<file path="src/rtl/imem_pkg.sv">
// Shared types and helpers for the instruction-memory loader.
// Latency: n/a (declarations only).
// Backpressure: n/a.
package imem_pkg;

    localparam int BYTES_PER_WORD = 4;

    // Loader session states.
    typedef enum logic [1:0] {
        ST_IDLE      = 2'd0,
        ST_WAIT_WORD = 2'd1,
        ST_WRITE     = 2'd2,
        ST_DONE      = 2'd3
    } ld_state_e;

    // Big-endian lane select: lane 0 is the most significant byte, matching fetch order.
    function automatic logic [7:0] byte_lane(input logic [31:0] word, input logic [1:0] idx);
        logic [7:0] lane;
        case (idx)
            2'd0:    lane = word[31:24];
            2'd1:    lane = word[23:16];
            2'd2:    lane = word[15:8];
            default: lane = word[7:0];
        endcase
        return lane;
    endfunction

endpackage

</file>
<file path="src/rtl/imem_word_serializer.sv">
// Holds one program word and walks its bytes MSB-first, flagging the final lane.
// Latency: load takes effect on the next edge; one lane per advance.
// Backpressure: none; the owning FSM decides when to load and advance.
module imem_word_serializer
    import imem_pkg::*;
(
    input  logic        clk_i,
    input  logic        rst_ni,
    input  logic        load_i,
    input  logic [31:0] word_i,
    input  logic        last_i,
    input  logic        advance_i,
    output logic [1:0]  cnt_o,
    output logic [1:0]  next_idx_o,
    output logic [7:0]  next_lane_o,
    output logic        last_byte_o,
    output logic        word_last_o
);

    logic [31:0] word_q;
    logic [1:0]  cnt_q;
    logic        last_q;

    // Word, session-last flag and byte counter; a load restarts the count at lane 0.
    always_ff @(posedge clk_i or negedge rst_ni) begin
        if (!rst_ni) begin
            word_q <= '0;
            cnt_q  <= '0;
            last_q <= 1'b0;
        end else if (load_i) begin
            word_q <= word_i;
            cnt_q  <= '0;
            last_q <= last_i;
        end else if (advance_i) begin
            cnt_q  <= cnt_q + 2'd1;
        end
    end

    // The owner registers its byte bus one cycle ahead, so it needs the lane after the current one.
    always_comb begin
        next_idx_o  = cnt_q + 2'd1;
        next_lane_o = byte_lane(word_q, next_idx_o);
    end

    assign cnt_o       = cnt_q;
    assign last_byte_o = (cnt_q == 2'(BYTES_PER_WORD - 1));
    assign word_last_o = last_q;

endmodule

</file>
<file path="src/rtl/imem_loader.sv">
// Streams 32-bit program words into a byte-wide instruction memory, big-endian, one byte per cycle.
// Latency: first byte write 1 cycle after the word handshake; 5 cycles per word.
// Backpressure: word_ready_o only in WAIT_WORD; optional checksum under IMEM_LOADER_CHECKSUM_EN.
module imem_loader
    import imem_pkg::*;
#(
    parameter int DEPTH_BYTES = 32,
    parameter int ADDR_W      = 5
) (
    input  logic              clk_i,
    input  logic              rst_ni,
    input  logic              start_i,
    input  logic [ADDR_W-1:0] base_addr_i,
    input  logic [31:0]       word_data_i,
    input  logic              word_valid_i,
    input  logic              word_last_i,
    output logic              word_ready_o,
    output logic              mem_we_o,
    output logic [ADDR_W-1:0] mem_addr_o,
    output logic [7:0]        mem_wdata_o,
    output logic              busy_o,
    output logic              done_o,
    output logic              err_overflow_o,
    output logic [31:0]       checksum_o
);

    // The pointer carries one extra bit so an exact fill can reach DEPTH_BYTES without wrapping.
    localparam int PTR_W = ADDR_W + 1;
    localparam int CMP_W = ADDR_W + 2;

    ld_state_e         state_q, state_d;
    logic [PTR_W-1:0]  ptr_q, ptr_d;
    logic              err_q, err_d;
    logic              mem_we_q, mem_we_d;
    logic [ADDR_W-1:0] mem_addr_q, mem_addr_d;
    logic [7:0]        mem_wdata_q, mem_wdata_d;

    logic              ser_load;
    logic              ser_adv;
    logic [1:0]        ser_cnt;
    logic [1:0]        ser_next_idx;
    logic [7:0]        ser_next_lane;
    logic              ser_last_byte;
    logic              ser_word_last;
    logic              cs_clr;
    logic              cs_add;
    logic              word_overflows;
    logic [1:0]        unused_base_lsbs;
    logic [1:0]        unused_ser_cnt;

    assign unused_base_lsbs = base_addr_i[1:0];
    assign unused_ser_cnt   = ser_cnt;

    imem_word_serializer u_ser (
        .clk_i       (clk_i),
        .rst_ni      (rst_ni),
        .load_i      (ser_load),
        .word_i      (word_data_i),
        .last_i      (word_last_i),
        .advance_i   (ser_adv),
        .cnt_o       (ser_cnt),
        .next_idx_o  (ser_next_idx),
        .next_lane_o (ser_next_lane),
        .last_byte_o (ser_last_byte),
        .word_last_o (ser_word_last)
    );

    // A word is refused when its last byte would land at or beyond DEPTH_BYTES.
    assign word_overflows = ({1'b0, ptr_q} + CMP_W'(BYTES_PER_WORD)) > CMP_W'(DEPTH_BYTES);

    // State register; reset abandons any session without a done pulse.
    always_ff @(posedge clk_i or negedge rst_ni) begin
        if (!rst_ni) begin
            state_q <= ST_IDLE;
        end else begin
            state_q <= state_d;
        end
    end

    // Next-state logic plus the next values of the registered memory port.
    always_comb begin
        state_d     = state_q;
        ptr_d       = ptr_q;
        err_d       = err_q;
        mem_we_d    = 1'b0;
        mem_addr_d  = '0;
        mem_wdata_d = '0;
        ser_load    = 1'b0;
        ser_adv     = 1'b0;
        cs_clr      = 1'b0;
        cs_add      = 1'b0;
        case (state_q)
            ST_IDLE: begin
                if (start_i) begin
                    state_d = ST_WAIT_WORD;
                    ptr_d   = {1'b0, base_addr_i[ADDR_W-1:2], 2'b00};
                    err_d   = 1'b0;
                    cs_clr  = 1'b1;
                end
            end
            ST_WAIT_WORD: begin
                if (word_valid_i) begin
                    cs_add = 1'b1;
                    if (word_overflows) begin
                        err_d   = 1'b1;
                        state_d = ST_DONE;
                    end else begin
                        ser_load    = 1'b1;
                        state_d     = ST_WRITE;
                        mem_we_d    = 1'b1;
                        mem_addr_d  = ptr_q[ADDR_W-1:0];
                        mem_wdata_d = byte_lane(word_data_i, 2'd0);
                    end
                end
            end
            ST_WRITE: begin
                ser_adv = 1'b1;
                if (ser_last_byte) begin
                    ptr_d   = ptr_q + PTR_W'(BYTES_PER_WORD);
                    state_d = ser_word_last ? ST_DONE : ST_WAIT_WORD;
                end else begin
                    mem_we_d    = 1'b1;
                    mem_addr_d  = ptr_q[ADDR_W-1:0] + ADDR_W'(ser_next_idx);
                    mem_wdata_d = ser_next_lane;
                end
            end
            default: begin
                state_d = ST_IDLE;
            end
        endcase
    end

    // Session pointer, sticky overflow flag and the registered byte write port.
    always_ff @(posedge clk_i or negedge rst_ni) begin
        if (!rst_ni) begin
            ptr_q       <= '0;
            err_q       <= 1'b0;
            mem_we_q    <= 1'b0;
            mem_addr_q  <= '0;
            mem_wdata_q <= '0;
        end else begin
            ptr_q       <= ptr_d;
            err_q       <= err_d;
            mem_we_q    <= mem_we_d;
            mem_addr_q  <= mem_addr_d;
            mem_wdata_q <= mem_wdata_d;
        end
    end

`ifdef IMEM_LOADER_CHECKSUM_EN
    logic [31:0] checksum_q;

    // Running sum of every accepted word, including one refused for overflow.
    always_ff @(posedge clk_i or negedge rst_ni) begin
        if (!rst_ni) begin
            checksum_q <= '0;
        end else if (cs_clr) begin
            checksum_q <= '0;
        end else if (cs_add) begin
            checksum_q <= checksum_q + word_data_i;
        end
    end

    assign checksum_o = checksum_q;
`else
    logic unused_cs;

    assign unused_cs  = cs_clr ^ cs_add;
    assign checksum_o = '0;
`endif

    assign word_ready_o   = (state_q == ST_WAIT_WORD);
    assign busy_o         = (state_q != ST_IDLE);
    assign done_o         = (state_q == ST_DONE);
    assign err_overflow_o = err_q;
    assign mem_we_o       = mem_we_q;
    assign mem_addr_o     = mem_addr_q;
    assign mem_wdata_o    = mem_wdata_q;

endmodule
</file>
<file path="config.mk">
export PLATFORM = sky130hd
export DESIGN_NAME = imem_loader
export DESIGN_NICKNAME = d
export VERILOG_FILES = /design/src/rtl/imem_pkg.sv /design/src/rtl/imem_word_serializer.sv /design/src/rtl/imem_loader.sv
export SDC_FILE = /design/constraint.sdc
export NUM_CORES = 1
export LEC_CHECK = 0
export BUFFER_PORTS_ARGS = -buffer_cell sky130_fd_sc_hd__buf_2
export CAP_MARGIN = 20
export CORE_UTILIZATION = 28
export CTS_CLUSTER_DIAMETER = 50
export DETAILED_ROUTE_END_ITERATION = 8
export GPL_TIMING_DRIVEN = 0
export PLACE_DENSITY = 0.56
export SETUP_SLACK_MARGIN = 0.15
export SLEW_MARGIN = 20
export SYNTH_ARGS = -nofsm -noshare
export SYNTH_HDL_FRONTEND = slang
export SYNTH_SLANG_ARGS = --single-unit
</file>
<file path="constraint.sdc">
create_clock -name clk_i -period 2.55 [get_ports clk_i]
set_clock_uncertainty 0.15 [all_clocks]
set_input_delay 0.51 -clock clk_i [delete_from_list [all_inputs] [get_ports clk_i]]
set_output_delay 0.51 -clock clk_i [all_outputs]
set_load 0.005 [all_outputs]
</file>
### Word-level counts from Yosys, hierarchy flattened

Index checks and enable logic that the tools add are counted.

* $add $sub $neg: 4
* magnitude comparators: 1
* equal/unequal tests: 10
* mux-type cells: 30
* reduce and logical (&&, ||, !) cells: 9

Operator list (number)
* 8-bit 2-to-1 mux: 3
* 8-bit case mux with 3 select lines: 1
* 8-bit case mux with 2 select lines: 1
* 5-bit 2-to-1 mux: 3
* 2-bit 2-to-1 mux: 6
* 6-bit 2-to-1 mux: 2
* 6-bit case mux with 2 select lines: 1
* 5-bit case mux with 2 select lines: 1
* 1-bit 2-to-1 mux: 9
* 2-bit equality test (second input constant): 4
* 2-bit nonzero test: 4
* 6-bit by 3-bit adder with 7-bit output (second input constant): 1
* 7-bit by 6-bit > comparator with 1-bit output (second input constant): 1
* 6-bit by 3-bit adder with 6-bit output (second input constant): 1
* 2-bit != test (second input constant): 3
* 2-bit case mux with 3 select lines: 1
* 3-bit AND reduction: 2
* 5-bit by 2-bit adder with 5-bit output: 1
* 2-bit by 1-bit equality test with 1-bit output (second input constant): 2
* 2-bit zero test: 2
* 1-bit case mux with 2 select lines: 2
* 4-bit AND reduction: 1
* 2-bit by 1-bit adder with 2-bit output (second input constant): 1
* 2-bit by 1-bit != test with 1-bit output (second input constant): 1

* flip-flop bits (word level): 58
* bits of input ports: 42
* output and inout port bits: 50

### Depth between registers and ports, before layout

Gate-level depths: netlist of run 1.

* word-level depth: 6
* gate-level depth with buffers: 8

### Cells and area by module

A second synthesis of run 1 with hierarchy kept.

* cells, all modules: 244
* area, all modules: 2972.9 µm²

Modules (own cells, without submodules)
* imem_word_serializer: instances 1, cells an instance 119, area an instance 1677.9 µm², seq. area each 875.8 µm²
* imem_loader: instances 1, cells an instance 125, area an instance 1295.0 µm², seq. area each 525.5 µm²

### Worst setup path after synthesis of run 1

No wires, ideal clock.

* kind: register to register
* from: register ptr_q[2]
* to: register u_ser.word_q[20]
* setup time: 0.125 ns
* arrival time: 1.881 ns
* path slack: 0.394 ns
* cell stages (with the launch flop): 7
* path buffers: 2
* cell sequence: dfrtp_1 > ha_1 > and4b_4 > mux2i_2 > buf_6 > buf_6 > mux2_4

* word-level cells in the longest chain between the ends: 5

Ends and longest elaborated chain
* start, declared: RTL line imem_loader.sv:32 `logic [PTR_W-1:0] ptr_q, ptr_d;`
* start signal, assigned: RTL line imem_loader.sv:142 `ptr_q <= ptr_d;`
* 6-bit by 3-bit adder with 7-bit output: RTL line imem_loader.sv:69 `assign word_overflows = ({1'b0, ptr_q} + CMP_W'(BYTES_PER_WORD)) > CMP_W'(DEPTH_BYTES);`
* 7-bit by 6-bit > comparator with 1-bit output: RTL line imem_loader.sv:69
* 1-bit 2-to-1 mux: RTL line imem_loader.sv:104 `if (word_overflows) begin`
* 1-bit 2-to-1 mux: RTL line imem_loader.sv:102 `if (word_valid_i) begin`
* 1-bit 2-to-1 mux: RTL line imem_loader.sv:92 `case (state_q)`
* end signal, assigned: RTL line imem_word_serializer.sv:31 `word_q <= word_i;`
* end, declared: RTL line imem_word_serializer.sv:20 `logic [31:0] word_q;`

Every way passes these cells.
A chain may end at the register's enable or synchronous reset.

### Worst setup path after layout of run 1

* from: register ptr_q[2]
* to: register u_ser.word_q[15]

Same word-level chain as after synthesis.

==> impl_metrics.yaml, run 1 <==
global_route:
  grtUsageTotal_pct: 12.44
  grt-ovfl-total: 0
  grt_pass1_vias: 2047
  grt_util_met3_pct: 2.958
  antenna_found_initial: 0
  grt_pass1_wl_um: 10560
  grt_util_met1_pct: 16.83
  use_met2_pct: 19.85
  grt_max_degree: 57
  grt.busiest_layer: "met2"
clock_network:
  post_cts_resized: 0
  cts_buffer_depth: 2
  cts_made_buffers: 5
  post_cts_buffers: 0
  cts_root_buf: "clkbuf_8"
  clk_latency_ps: 310
  clk_pin_slew_ps: 110
  holdBufCountCts: 0
  cts_sinks: 56
  htree_levels: 2
  cts_tree: "done"
placed_design:
  dp_slack_ps: 163.2
  port-buffer-count: 57
  detailedPlacementHpwl_um: 4562
  place.gp.congestion: 0.7762
sta:
  fin_tns_setup_ps: 0
  tightest_slew_ps: 728.1
  slew_headroom_pct: 51.46
  fin_crit_sh_pct: 90.86
  finalSetupViolCount: 0
  finalCriticalPeriod_ps: 2317
  worst_slack_ps: 233.2
  rsz0062_at_grt: "yes"
  slew_viol_final: 0
  hold_viol: 0
  fmax_mhz: 431.6
drt:
  drt-initial-drc-count: 71
  avgViaCountPerCell: 4.270
  dr.pass1.iters: 5
  vias: 2007
  routed_wl_um: 6398
  drt-wirelength-per-cell_um: 13.61
  drc: 0
  ant_nets: 0
setup_path:
  end_kind: "flip-flop"
  startpoint_type: "flip-flop"
  crit_arrival_ps: 2370
  crit_type: "reg2reg"
  cp.required_ps: 2600
  crit_fanout: 10
floorplan:
  initial_core_util_pct: 29.19
  dieArea_um2: 10740
  die_w_um: 103.6
  die_h_um: 103.6
  rows: 36
  core_um2: 9910
  io_pins: 92
worst_hold_path:
  hp-class: "in2async"
power_and_ir_drop:
  p_leak_nw: 1.786
  totalPowerFinal_mw: 3.778
  ir_worst_vdd_v: 0.0004497
  powerDensity_nw_per_um2: 1054
final_layout:
  n_antenna_cell: 0
  syn2layout_area_growth_pct: 23.88
  drive_above_1_share_pct: 41.84
  fin_nets: 390
yosys:
  ys_seq_elements: 56
  async_flop_share_pct: 100.0
  ys_warn_count: 0
  netlist_top_cells_count: "dfrtp_1 (56), buf_4 (32), mux2_2 (17)"
  yosys.area.top_type: "dfrtp_1"
  yosysTopAreaCellShare_pct: 48.44
  yosysSeqAreaShare_pct: 48.44
  synth.distinct_cells: 38
  synth_area_um2: 2893
  synth_flop_cell: "dfrtp_1"
  postSynthCellCount: 240
  yosys-top-cells-area: "dfrtp_1 (48%), buf_4 (8.3%), mux2_4 (8.3%)"
  synth_area_per_cell_um2: 12.05
  yosysMostFrequentCell: "dfrtp_1"
  synth_edf_count: 0
run:
  drv_cap: 0
run_status:
  outcome: "finished clean"
registers in the layout, indices dropped and copies added, names as in the netlist:
| signal | cells |
|---|---|
| u_ser.word_q | 32 |
| mem_we_o | 1 |
| mem_addr_o | 5 |
| ptr_q | 4 |
| state_q | 2 |
| mem_wdata_o | 8 |
| u_ser.cnt_o | 2 |
| err_overflow_o | 1 |
| u_ser.word_last_o | 1 |
final cells by class:
class | count | area, um^2
Sequential cell | 56 | 1404
Fill cell | 1039 | 6326
Clock inverter | 3 | 25.02
Inverter | 7 | 26.28
Clock buffer | 5 | 68.82
Multi-Input combinational cell | 166 | 1286
Tap cell | 133 | 166.4
Timing Repair Buffer | 57 | 287.8
Buffer | 43 | 319.1
report_power, final:
part / total [mW] / switching, mW / internal [mW]
clock network: 0.510 / 0.309 / 0.201
registers: 1.54 / 0.248 / 1.29
logic: 1.73 / 0.799 / 0.933
total: 3.78 / 1.36 / 2.42
logic make-up (layout without fill, tap and decap cells):
group                      after synthesis  in the layout  synth area share [%]
xor gates and xnor gates                 2              2                0.6056
and+or+nand+nor                         39             39                 6.705
other                                    1             33                0.1296
adders and majority gates               12             12                 5.190
buffers and inverters                   50            115                 11.55
muxes                                   37             37                 16.44
DFF                                     56             56                 48.44
AOI/OAI and AO/OA                       43             43                 10.94
routing by layer:
| metal | vias to the layer above | wire, um |
|---|---|---|
| li1 | 977 | - |
| met1 | 948 | 3090 |
| met2 | 72 | 2855 |
| met3 | 10 | 374 |
| met4 | 0 | 77 |
| met5 | - | 0 |
layout by cell type (no fill, tap or decap), types with 3 or more instances in the layout:
cell       n
a22o_1     9
mux2i_1    3
and2_1     3
dfrtp_1   54
buf_8      3
clkbuf_8   5
nand2_1   15
a222oi_1   8
mux2_2    17
buf_4     33
conb_1    33
ha_1      12
o21ai_0   15
buf_2     59
nor2_1     7
inv_1      7
a21oi_1    3
mux2_4    16
buf_1      3
through the flow:
stage	utilization (%)	hold WS (ps)	cells	cell area (um^2)
4_1_cts	35.93	114.4	470	3561
5_1_grt	36.16	131.3	470	3583
3_3_place_gp	34.96	340.2	462	3465
3_5_place_dp	34.99	348.4	462	3467
2_1_floorplan	-	64.41	272	3013
6_report	36.16	89.65	470	3583
critical path, stage by stage, from the launching register on:
cell and delay, ps:
dfrtp_2 470, ha_1 260, and4b_4 370, mux2i_4 280, buf_2 320, mux2_2 370
path summary, 6_finish.rpt:
check / endpoint / cells after the start / slack, ps / startpoint
max: u_ser.word_q[15] / 5 / 230 / ptr_q[2]
min: u_ser.word_q[21] / 1 / 90 / rst_ni
max reg2reg: u_ser.word_q[15] / 5 / 230 / ptr_q[2]
min reg2reg: u_ser.word_q[17] / 1 / 370 / u_ser.word_q[17]
max in group asynchronous: ptr_q[3] / 1 / 1630 / rst_ni
min in group clk_i: u_ser.word_q[0] / 2 / 270 / word_data_i[0]
Note: power is estimated with default switching activity, not from simulation.
==> run 2, diff against run 1 <==
Settings changed: CORE_MARGIN from default to 2, CTS_BUF_LIST from default to sky130_fd_sc_hd__clkbuf_4, TNS_END_PERCENT from default to 50.
==> run 2 against run 1 <==
Net effect:
- sequential power is essentially flat
- sequential cell count is the same
- clock power down 5.7%
- wire length down 0.48%
- non-clock buffer count increased by 3
- final cell count grew 1.3%
- core utilization fell by 0.95 points
- highest routed layer unchanged
==> impl_metrics.yaml, run 2 (synthesis gave the netlist of run 1 again) <==
sta:
  worst_slack_ps: 259.2
  fin_crit_sh_pct: 89.84
  tightest_slew_ps: 709.1
  hold_viol: 0
  finalSetupViolCount: 0
  slew_headroom_pct: 52.73
  fin_tns_setup_ps: 0
  slew_viol_final: 0
  rsz0062_at_grt: "no"
  fmax_mhz: 436.5
  finalCriticalPeriod_ps: 2291
floorplan:
  dieArea_um2: 11160
  initial_core_util_pct: 28.40
  io_pins: 92
  die_w_um: 105.6
  rows: 37
  core_um2: 10180
  die_h_um: 105.6
setup_path:
  rr_endpoint: "u_ser.word_q[25]"
  startpoint_type: "flip-flop"
  r2r-start: "ptr_q[2]"
  cp_common_cell: "buf_6"
  r2r_cells: 6
  path_cells: "ha_1, and4b_4, mux2i_4, buf_6, buf_6, mux2_4"
  end_kind: "flip-flop"
  cpPeakStageDelay_ps: 490
  ff2ff_setup_slack_ps: 260
  crit_fanout: 10
  cp.required_ps: 2660
  crit_arrival_ps: 2400
  crit_type: "reg2reg"
  crit_slowest_cell: "dfrtp_2"
power_and_ir_drop:
  p_int_mw: 2.432
  pwr-share-clk_pct: 12.8
  p_comb_share_pct: 46.2
  ir_worst_vdd_v: 0.0003224
  p_switching_mw: 1.313
  swShare_pct: 35.06
  seq_power_share_pct: 41.0
  p_leak_nw: 1.797
  powerDensity_nw_per_um2: 1044
drt:
  routed_wl_um: 6367
  drt-wirelength-per-cell_um: 13.38
  avgViaCountPerCell: 4.200
  dr.pass1.iters: 7
  ant_nets: 0
  drt-initial-drc-count: 106
  vias: 1999
  drc: 0
final_layout:
  drive_above_1_share_pct: 41.76
  final_cell_mix: "buf_2 (58), dfrtp_1 (55), buf_4 (36)"
  fin_nets: 393
  n_antenna_cell: 0
  largest_reg_flops: 32
  utilization_pct: 35.21
  stdcell_count: 476
  mostFrequentLayoutCell: "buf_2"
  regMostFlops: "u_ser.word_q"
  syn2layout_area_growth_pct: 23.96
placed_design:
  detailedPlacementHpwl_um: 4591
  place.gp.congestion: 0.7546
  dp_slack_ps: 161.5
  port-buffer-count: 57
  place_inst: 465
clock_network:
  cts_tree: "done"
  cts_root_buf: "clkbuf_4"
  clk_latency_ps: 370
  holdBufCountCts: 0
  clk_pin_slew_ps: 160
  cts_made_buffers: 5
  cts_sinks: 56
  cts_buffer_depth: 2
  htree_levels: 2
global_route:
  grt-ovfl-total: 0
  antenna_found_initial: 0
  grtUsageTotal_pct: 11.26
  grt_pass1_vias: 1882
  grt_pass1_wl_um: 9735
  grt_max_degree: 57
run:
  drv_cap: 0
run_status:
  outcome: "finished clean"
worst_hold_path:
  hp-class: "in2async"
==> run 2: cell count changes in the layout (fill, tap and decap cells not counted), moves of 2 or more <==
cell      change
buf_4         +3
buf_6         +3
buf_8         -3
clkbuf_4      +6
clkbuf_8      -5
inv_6         -2
==> run 2: how the worst max path moves through the flow <==
stage,startpoint,end,depth (start not counted)
finish,ptr_q[2],u_ser.word_q[25],6
global route,ptr_q[2],u_ser.word_q[25],6
CTS,ptr_q[2],u_ser.word_q[17],5
detailed placement,ptr_q[2],u_ser.word_q[21],6
global placement,ptr_q[2],u_ser.word_q[28],6
floorplan,ptr_q[2],u_ser.word_q[20],6
==> run 2: timing repair <==
| action | CTS | global route |
|---|---|---|
| gates cloned | 0 | 0 |
| setup endpoints to repair | 15 | 11 |
| setup buffers | 3 | 0 |
| hold endpoints to repair | 0 | 0 |
| gates resized for setup | 1 | 2 |
==> run 2: worst max-delay path: cells and delay by family, from the launching register on <==
| family | cells | cell delay (ps) |
|---|---|---|
| buf+inv | 2 | 330 |
| simple gates | 1 | 380 |
| mux | 2 | 580 |
| flops | 1 | 490 |
| fa+ha+maj | 1 | 260 |
==> run 2: power groups by stage <==
stage	Combinational (mW)	Sequential, mW	Clock, mW
floorplan	1.29	1.49	0
global placement	1.68	1.54	0
detailed placement	1.71	1.55	0
CTS	1.74	1.54	0.507
global route	1.92	1.58	0.544
finish	1.73	1.54	0.481
==> run 2: area by class of cell <==
| type | count | area, um^2 |
|---|---|---|
| multi-input cells | 166 | 1286 |
| fillers | 1054 | 6599 |
| plain buffers | 43 | 310.3 |
| well taps | 136 | 170.2 |
| clock buffers | 5 | 37.54 |
| clock inverters | 3 | 42.54 |
| inverters | 7 | 26.28 |
| repair buffers | 60 | 310.3 |
| flip-flops and latches | 56 | 1403 |
==> run 2: per-layer routing <==
metal	GRT usage, %	part of all wire (%)	vias up	wire length (um)
met3	2.165	5.9	10	373
li1	-	-	980	-
met5	0	0	-	0
met4	3.571	1.5	0	97
met2	17.00	44	74	2829
met1	16.21	48	935	3066
==> run 2: through the flow <==
| step | total power [mW] | hold slack [ps] | instance area, um^2 |
|---|---|---|---|
| finish | 3.745 | 24.65 | 3586 |
| global route | 4.049 | 42.64 | 3586 |
| CTS | 3.784 | 26.94 | 3575 |
| detailed placement | 3.263 | 343.8 | 3471 |
| global placement | 3.221 | 341.2 | 3468 |
| floorplan | 2.782 | 64.41 | 3013 |
